$ cat src/rtl/lstm_window_feeder.sv
// Input sequencer for the LSTM forward datapath: reads samples from the sample
// memory and hands sliding windows of WIN samples, advanced by a stride, to the core.
module lstm_window_feeder #(
  parameter int WIDTH  = 32,
  parameter int CH     = 1,
  parameter int WIN    = 34,
  parameter int ADDR_W = 10,
  parameter int CNT_W  = 16
) (
  input  logic                    clk,
  input  logic                    rst,
  input  logic                    i_start,
  input  logic                    i_abort,
  input  logic [ADDR_W-1:0]       i_base,
  input  logic [ADDR_W-1:0]       i_len,
  input  logic [ADDR_W-1:0]       i_stride,
  output logic                    o_rd_en,
  output logic [ADDR_W-1:0]       o_addr,
  input  logic [CH*WIDTH-1:0]     i_rd_data,
  output logic [WIN*CH*WIDTH-1:0] o_x,
  output logic                    o_valid,
  input  logic                    i_ready,
  output logic                    o_busy,
  output logic                    o_done,
  output logic [CNT_W-1:0]        o_win_cnt
);
  // state | meaning
  // IDLE  | waiting for i_start
  // FILL  | reading the first WIN samples of the run
  // EMIT  | complete window presented, waiting for i_ready
  // STEP  | reading stride samples to slide the window
  // DONE  | one-cycle completion pulse
  typedef enum logic [2:0] {IDLE, FILL, EMIT, STEP, DONE} state_t;

  localparam int SW       = CH * WIDTH;
  localparam int XW       = WIN * SW;
  localparam int WIN_BITS = $clog2(WIN + 1);
  localparam int RC_W     = (ADDR_W > WIN_BITS) ? ADDR_W : WIN_BITS;

  state_t            state;
  logic [ADDR_W-1:0] base_q;
  logic [ADDR_W-1:0] len_q;
  logic [ADDR_W-1:0] stride_q;
  logic [ADDR_W-1:0] rd_off;
  logic [RC_W-1:0]   issue_left;
  logic [RC_W-1:0]   cap_left;
  logic              rd_pend;
  logic [ADDR_W:0]   next_end;
  logic              short_len;

  // rd_off is the offset of the next read, i.e. one past the newest sample held
  assign next_end  = {1'b0, rd_off} + {1'b0, stride_q};
  assign short_len = 32'(i_len) < 32'(WIN);
  assign o_busy    = (state != IDLE);

  always_ff @(posedge clk) begin
    if (!rst) begin
      state      <= IDLE;
      base_q     <= '0;
      len_q      <= '0;
      stride_q   <= '0;
      rd_off     <= '0;
      issue_left <= '0;
      cap_left   <= '0;
      rd_pend    <= 1'b0;
      o_rd_en    <= 1'b0;
      o_addr     <= '0;
      o_x        <= '0;
      o_valid    <= 1'b0;
      o_done     <= 1'b0;
      o_win_cnt  <= '0;
    end else if (i_abort) begin
      // in-flight read data is dropped by clearing rd_pend
      state      <= IDLE;
      issue_left <= '0;
      cap_left   <= '0;
      rd_pend    <= 1'b0;
      o_rd_en    <= 1'b0;
      o_valid    <= 1'b0;
      o_done     <= 1'b0;
    end else begin
      rd_pend <= o_rd_en;
      o_done  <= 1'b0;
      case (state)
        IDLE: begin
          o_rd_en <= 1'b0;
          if (i_start) begin
            base_q    <= i_base;
            len_q     <= i_len;
            stride_q  <= (i_stride == '0) ? ADDR_W'(1) : i_stride;
            o_x       <= '0;
            o_win_cnt <= '0;
            if (short_len) begin
              rd_off <= '0;
              state  <= DONE;
              o_done <= 1'b1;
            end else begin
              o_rd_en    <= 1'b1;
              o_addr     <= i_base;
              rd_off     <= ADDR_W'(1);
              issue_left <= RC_W'(WIN - 1);
              cap_left   <= RC_W'(WIN);
              state      <= FILL;
            end
          end
        end

        FILL, STEP: begin
          if (issue_left != '0) begin
            o_rd_en    <= 1'b1;
            o_addr     <= base_q + rd_off;
            rd_off     <= rd_off + ADDR_W'(1);
            issue_left <= issue_left - RC_W'(1);
          end else begin
            o_rd_en <= 1'b0;
          end
          if (rd_pend) begin
            o_x      <= {o_x[XW-SW-1:0], i_rd_data};
            cap_left <= cap_left - RC_W'(1);
            if (cap_left == RC_W'(1)) begin
              state   <= EMIT;
              o_valid <= 1'b1;
            end
          end
        end

        EMIT: begin
          o_rd_en <= 1'b0;
          if (i_ready) begin
            o_valid   <= 1'b0;
            o_win_cnt <= o_win_cnt + CNT_W'(1);
            if (next_end <= {1'b0, len_q}) begin
              o_rd_en    <= 1'b1;
              o_addr     <= base_q + rd_off;
              rd_off     <= rd_off + ADDR_W'(1);
              issue_left <= RC_W'(stride_q - ADDR_W'(1));
              cap_left   <= RC_W'(stride_q);
              state      <= STEP;
            end else begin
              state  <= DONE;
              o_done <= 1'b1;
            end
          end
        end

        DONE: begin
          o_rd_en <= 1'b0;
          state   <= IDLE;
        end

        default: begin
          o_rd_en <= 1'b0;
          state   <= IDLE;
        end
      endcase
    end
  end

endmodule
$ cat config.mk
export PLATFORM = sky130hd
export DESIGN_NAME = lstm_window_feeder
export DESIGN_NICKNAME = d
export VERILOG_FILES = /design/src/rtl/lstm_window_feeder.sv
export SDC_FILE = /design/constraint.sdc
export NUM_CORES = 2
export LEC_CHECK = 0
export CAP_MARGIN = 0
export CORE_AREA = 2 2 464 466
export CTS_BUF_LIST = sky130_fd_sc_hd__clkbuf_2 sky130_fd_sc_hd__clkbuf_4 sky130_fd_sc_hd__clkbuf_8
export CTS_CLUSTER_DIAMETER = 200
export DETAILED_ROUTE_END_ITERATION = 8
export DIE_AREA = 0 0 466 468
export HOLD_SLACK_MARGIN = 0.02
export SLEW_MARGIN = 10
export SYNTH_ARGS = -nofsm -noshare
export SYNTH_HDL_FRONTEND = slang
export SYNTH_SLANG_ARGS = --single-unit
$ cat constraint.sdc
create_clock -name clk -period 5.1 [get_ports clk]
set_input_delay 0.765 -clock clk [delete_from_list [all_inputs] [get_ports clk]]
set_output_delay 0.765 -clock clk [all_outputs]
set_load 0.02 [all_outputs]
---- Word-level counts from Yosys, hierarchy flattened ----
Index checks and enable logic that the tools add are counted.
W data, S select, Z words.
cells by class
  eq/ne operators ......................... 11
  $lt $le $gt $ge ......................... 2
  reductions and logical operators ........ 19
  muxes and demuxes ....................... 53
  bitwise gates (word level) .............. 2
  add/subtract/negate cells ............... 7
operators by type and width
  cell                     number
  $mux W1088               2
  $pmux W1088 S2           1
  $mux W10                 20
  $pmux W10 S3             4
  $mux W16                 2
  $pmux W16 S2             1
  $sub A10 B1 Y10 const B  3
  $mux W3                  6
  $reduce_and A6 Y1        3
  $add A16 B1 Y16 const B  1
  $reduce_and A4 Y1        4
  $ne A2 B2 Y1 const B     7
  $mux W1                  13
  $add A10 B10 Y11         1
  $le A11 B10 Y1           1
  $add A10 B1 Y10 const B  1
  $add A10 B10 Y10         1
  $eq A10 B1 Y1 const B    1
  $logic_not A10 Y1        1
  $lt A10 B6 Y1 const B    1
  $reduce_bool A10 Y1      1
  $pmux W3 S3              1
  $reduce_and A7 Y1        1
  $eq A3 B2 Y1 const B     2
  9 further kinds          15
storage, ports and cells
  logic and storage cells ................. 108
  bits of input ports ..................... 67
  flip-flop bits (word level) ............. 1181

---- Logic depth before layout (Yosys ltp) ----
  depth in word-level cells ............... 5
  mapped depth ............................ 19
  gate-level depth less buffers ........... 18

---- Worst setup path after synthesis ----
No wires, ideal clock.
  kind .................................... reg-to-reg
  start point ............................. register rd_off[0]
  end point ............................... register issue_left[6]
  required time ........................... 4.971 ns
  stages on the path, launching flop included .. 20
  setup slack ............................. 1.221 ns
  arrival time ............................ 3.750 ns
  cell sequence ........................... dfxtp_1 -> ha_1 -> inv_1 -> fa_1 -> nor2b_1 -> o31a_1 -> o21ai_0 -> a21boi_0 -> o21a_1 -> nor2_1 -> xnor2_1 -> ha_1 -> a21o_1 -> a21oi_1 -> nor4b_4 -> o211ai_2 -> a211o_4 -> buf_4 -> o211ai_1 -> o31ai_1
on the way
  longest elaborated chain between the ends .. 4
RTL lines
  what                                line  source
  start, declared                     44    logic [ADDR_W-1:0] rd_off;
  start signal, assigned              112   rd_off <= rd_off + ADDR_W'(1);
  start signal, assigned              135   rd_off <= rd_off + ADDR_W'(1);
  $add A10 B10 Y11                    52    assign next_end = {1'b0, rd_off} + {1'b0, stride_q};
  $le A11 B10 Y1                      132   if (next_end <= {1'b0, len_q}) begin
  $ne A2 B2 Y1 (no source line)       -
  $reduce_and A6 Y1 (no source line)  -
  end signal, assigned                101   issue_left <= RC_W'(WIN - 1);
  end signal, assigned                113   issue_left <= issue_left - RC_W'(1);
  end signal, assigned                136   issue_left <= RC_W'(stride_q - ADDR_W'(1));
  end, declared                       45    logic [RC_W-1:0] issue_left;
Every way passes these cells.
A chain may end at the register's enable or synchronous reset.

---- Worst setup path after layout ----
  start point ............................. register rd_off[0]
  end point ............................... register issue_left[9]
The elaborated chain is that of the path after synthesis.

==> metrics.yaml <==
outcome: "complete, no violations"
worstSkewPairLatency_ns: 0.98
critPathLaunchType: "flip-flop"
fin_crit_ns: 4.54
multi_input_area_um2: 18500
dieHeight_um: 468
power_density_nw_per_um2: 321
ys_types: 72
cts_root_buf: "clkbuf_8"
synth_common_cells: "1181 x dfxtp_1, 1181 x nand2_1, 1153 x a21oi_1"
synth_compound_area_frac: 0.150
synth_edf_count: 0
grt_pass1_wl_um: 300000
worstPathMaxFanout: 18
cts_buffers: 209
gp_congestion: 0.924
timing.setup.tns_ns: 0
slew_viol_final: 0
worst_pin_slew_ns: 0.966
reg2reg_slack_ns: 0.56
rows: 170
cts_tree: "built"
cts_resized: 0
routedWlPerCell_um: 22.4
antenna_found_initial: 21
grt_pass1_vias: 42300
final_cell_count_no_fill: 9526
grt_start_max_net_pins: 191
report.power.total_mw: 20.4
min_period_over_period: 0.890
ys_seq_area_frac: 0.533
rsz0062_at_grt: "false"
cts_setup_buffers: 0
via_per_inst: 4.74
netlist_area_um2: 44300
cap_violations: 0
muxShareOfSynthArea: 0.00308
avgSynthCellArea_um2: 8.01
cp-end-kind: "flip-flop"
hold_viol_final: 0
fin_worst_skew_ns: 0.0506
synth_fa_ha_area_frac: 0.0105
start_util: 0.208
finalNetCount: 6616
synth.area.top_cells: "dfxtp_1 53%, a21oi_1 13%, nand3_1 13%, nand2_1 10%, clkbuf_1 2.4%"
clk_pin_slew_ns: 0.06
cts_hold_buf: 0
synthFlopType: "dfxtp_1"
slowest_stage: "a211o_4"
vias: 45200
dpl.hpwl_um: 157000
hp-class: "in2reg"
drt-total-wl_um: 213000
critPathMaxStageDelay_ns: 0.51
crit_chain: "ha_1, inv_1, fa_1, nor2b_1, o31a_1, o21ai_0, a21boi_0, o21a_1, nor2_1, xnor2_1, ha_1, a21o_1, a21oi_1, nor4b_4, o211ai_2, a211o_4, or3_1, a21oi_1"
synthArstFlopShare: 0
vdd_drop_max_mv: 0.254
max_freq_mhz: 220
syn_inst: 5537
synth.net_count: 5640
grt_usage: 0.184
die_w_um: 466
synthXorXnorAreaFrac: 0.00672
final_area_um2: 63300
port_buffers: 1184
htree_levels: 4
synthSimpleGateAreaFrac: 0.246
drtIter0Drc: 3778
worst_slack_ns: 0.562
worst_slew_margin_rel: 0.356
placed_area_um2: 58700
setup_viol_count_final: 0
ff_latch_area_um2: 23600
fill_cells: 22600
total_leakage_power_nw: 19.8
synth_top_family_by_area: "simple AND/OR/NAND/NOR gates"
dp_slack_ns: 0.622
dr.pass1.iters: 6
syn2layout_area_growth_pct: 42.9
overflow: 0
floorplan.die_area_um2: 218000
placed_cells: 9140
cp.arrival_ns: 5.40
synth_top_area_share: 0.533
cts_buffer_depth: 3
ioPinCount: 1185
coreArea_um2: 213000
yosys_warnings: 0
drive_above_1_share: 0.0739
ys_ff_latch: 1181
route.detailed.drc: 0
synth.largest_area_cell: "dfxtp_1"
cts.sinks: 1181
antenna_left: 0
path_class: "reg2reg"
required_ns: 5.97
==> power breakdown <==
group	internal (mW)	switching [mW]	total, mW	leakage (nW)
Clock	5.43	4.24	9.67	2.43
Combinational	0.309	1.06	1.37	7.80
Sequential	9.26	0.0431	9.31	9.51
==> final cells by class <==
| class | instances | share of cell area |
|---|---|---|
| Sequential cell | 1181 | 0.373 |
| Multi-Input combinational cell | 3812 | 0.292 |
| Timing Repair Buffer | 1281 | 0.204 |
| Clock buffer | 325 | 0.0640 |
| Tap cell | 2838 | 0.0561 |
| Clock inverter | 45 | 0.00824 |
| Inverter | 28 | 0.00178 |
| Antenna cell | 16 | 0.000632 |
==> final timing paths <==
path	start	end	cells after the start
min reg2reg	o_x[841]	o_x[873]	2
min	i_len[0]	len_q[0]	3
max	rd_off[0]	issue_left[9]	18
max reg2reg	rd_off[0]	issue_left[9]	18
==> state kept, by name (all words and copies together) (netlist names) <==
register / flops
o_x: 1088
stride_q: 10
o_valid: 1
o_addr: 10
issue_left: 10
o_done: 1
len_q: 10
o_rd_en: 1
base_q: 10
cap_left: 10
rd_pend: 1
o_win_cnt: 16
rd_off: 10
state: 3
==> cell families (layout without fill, tap and decap cells) <==
kind of cell / count (synthesis) / count (layout)
muxes: 13 / 13
and+or+nand+nor: 2460 / 2460
buffers and inverters: 544 / 1679
AOI/OAI and AO/OA: 1269 / 1269
adders and majority gates: 36 / 36
DFF: 1181 / 1181
xor gates and xnor gates: 34 / 34
other: 0 / 16
==> routing by layer <==
layer,global-route usage,share of wire
met2,0.307,0.48
met5,0,0.000094
met1,0.219,0.40
met3,0.0554,0.085
met4,0.0738,0.038
==> cells in the final DEF (no fill, tap or decap), types with 23 or more instances in the layout <==
cell type        Yosys  final
a21oi_1           1153   1153
clkbuf_4             0     67
buf_12               0     27
nand2_1           1181   1180
clkbuf_8             0    258
inv_1               28     27
nor2_1              74     74
buf_4                3     70
nor3_1              23     23
dfxtp_1           1181   1181
ha_1                34     34
nand3_1           1109   1109
clkdlybuf4s50_1      0   1184
==> stage by stage <==
step / utilization / hold slack, ns
3_5_place_dp: 0.275 / 0.443
3_3_place_gp: 0.275 / 0.438
2_1_floorplan: - / 0.436
5_1_grt: 0.297 / 0.248
6_report: 0.297 / 0.348
4_1_cts: 0.297 / 0.193
==> critical path, delay by kind of cell, from the launching register on <==
family	cells	cell delay [ns]
simple gates	4	0.86
xor+xnor	1	0.16
flops	1	0.45
buf+inv	1	0.05
compound gates	9	2.04
fa+ha+maj	3	0.88
Note: power is estimated with default switching activity, not from simulation.
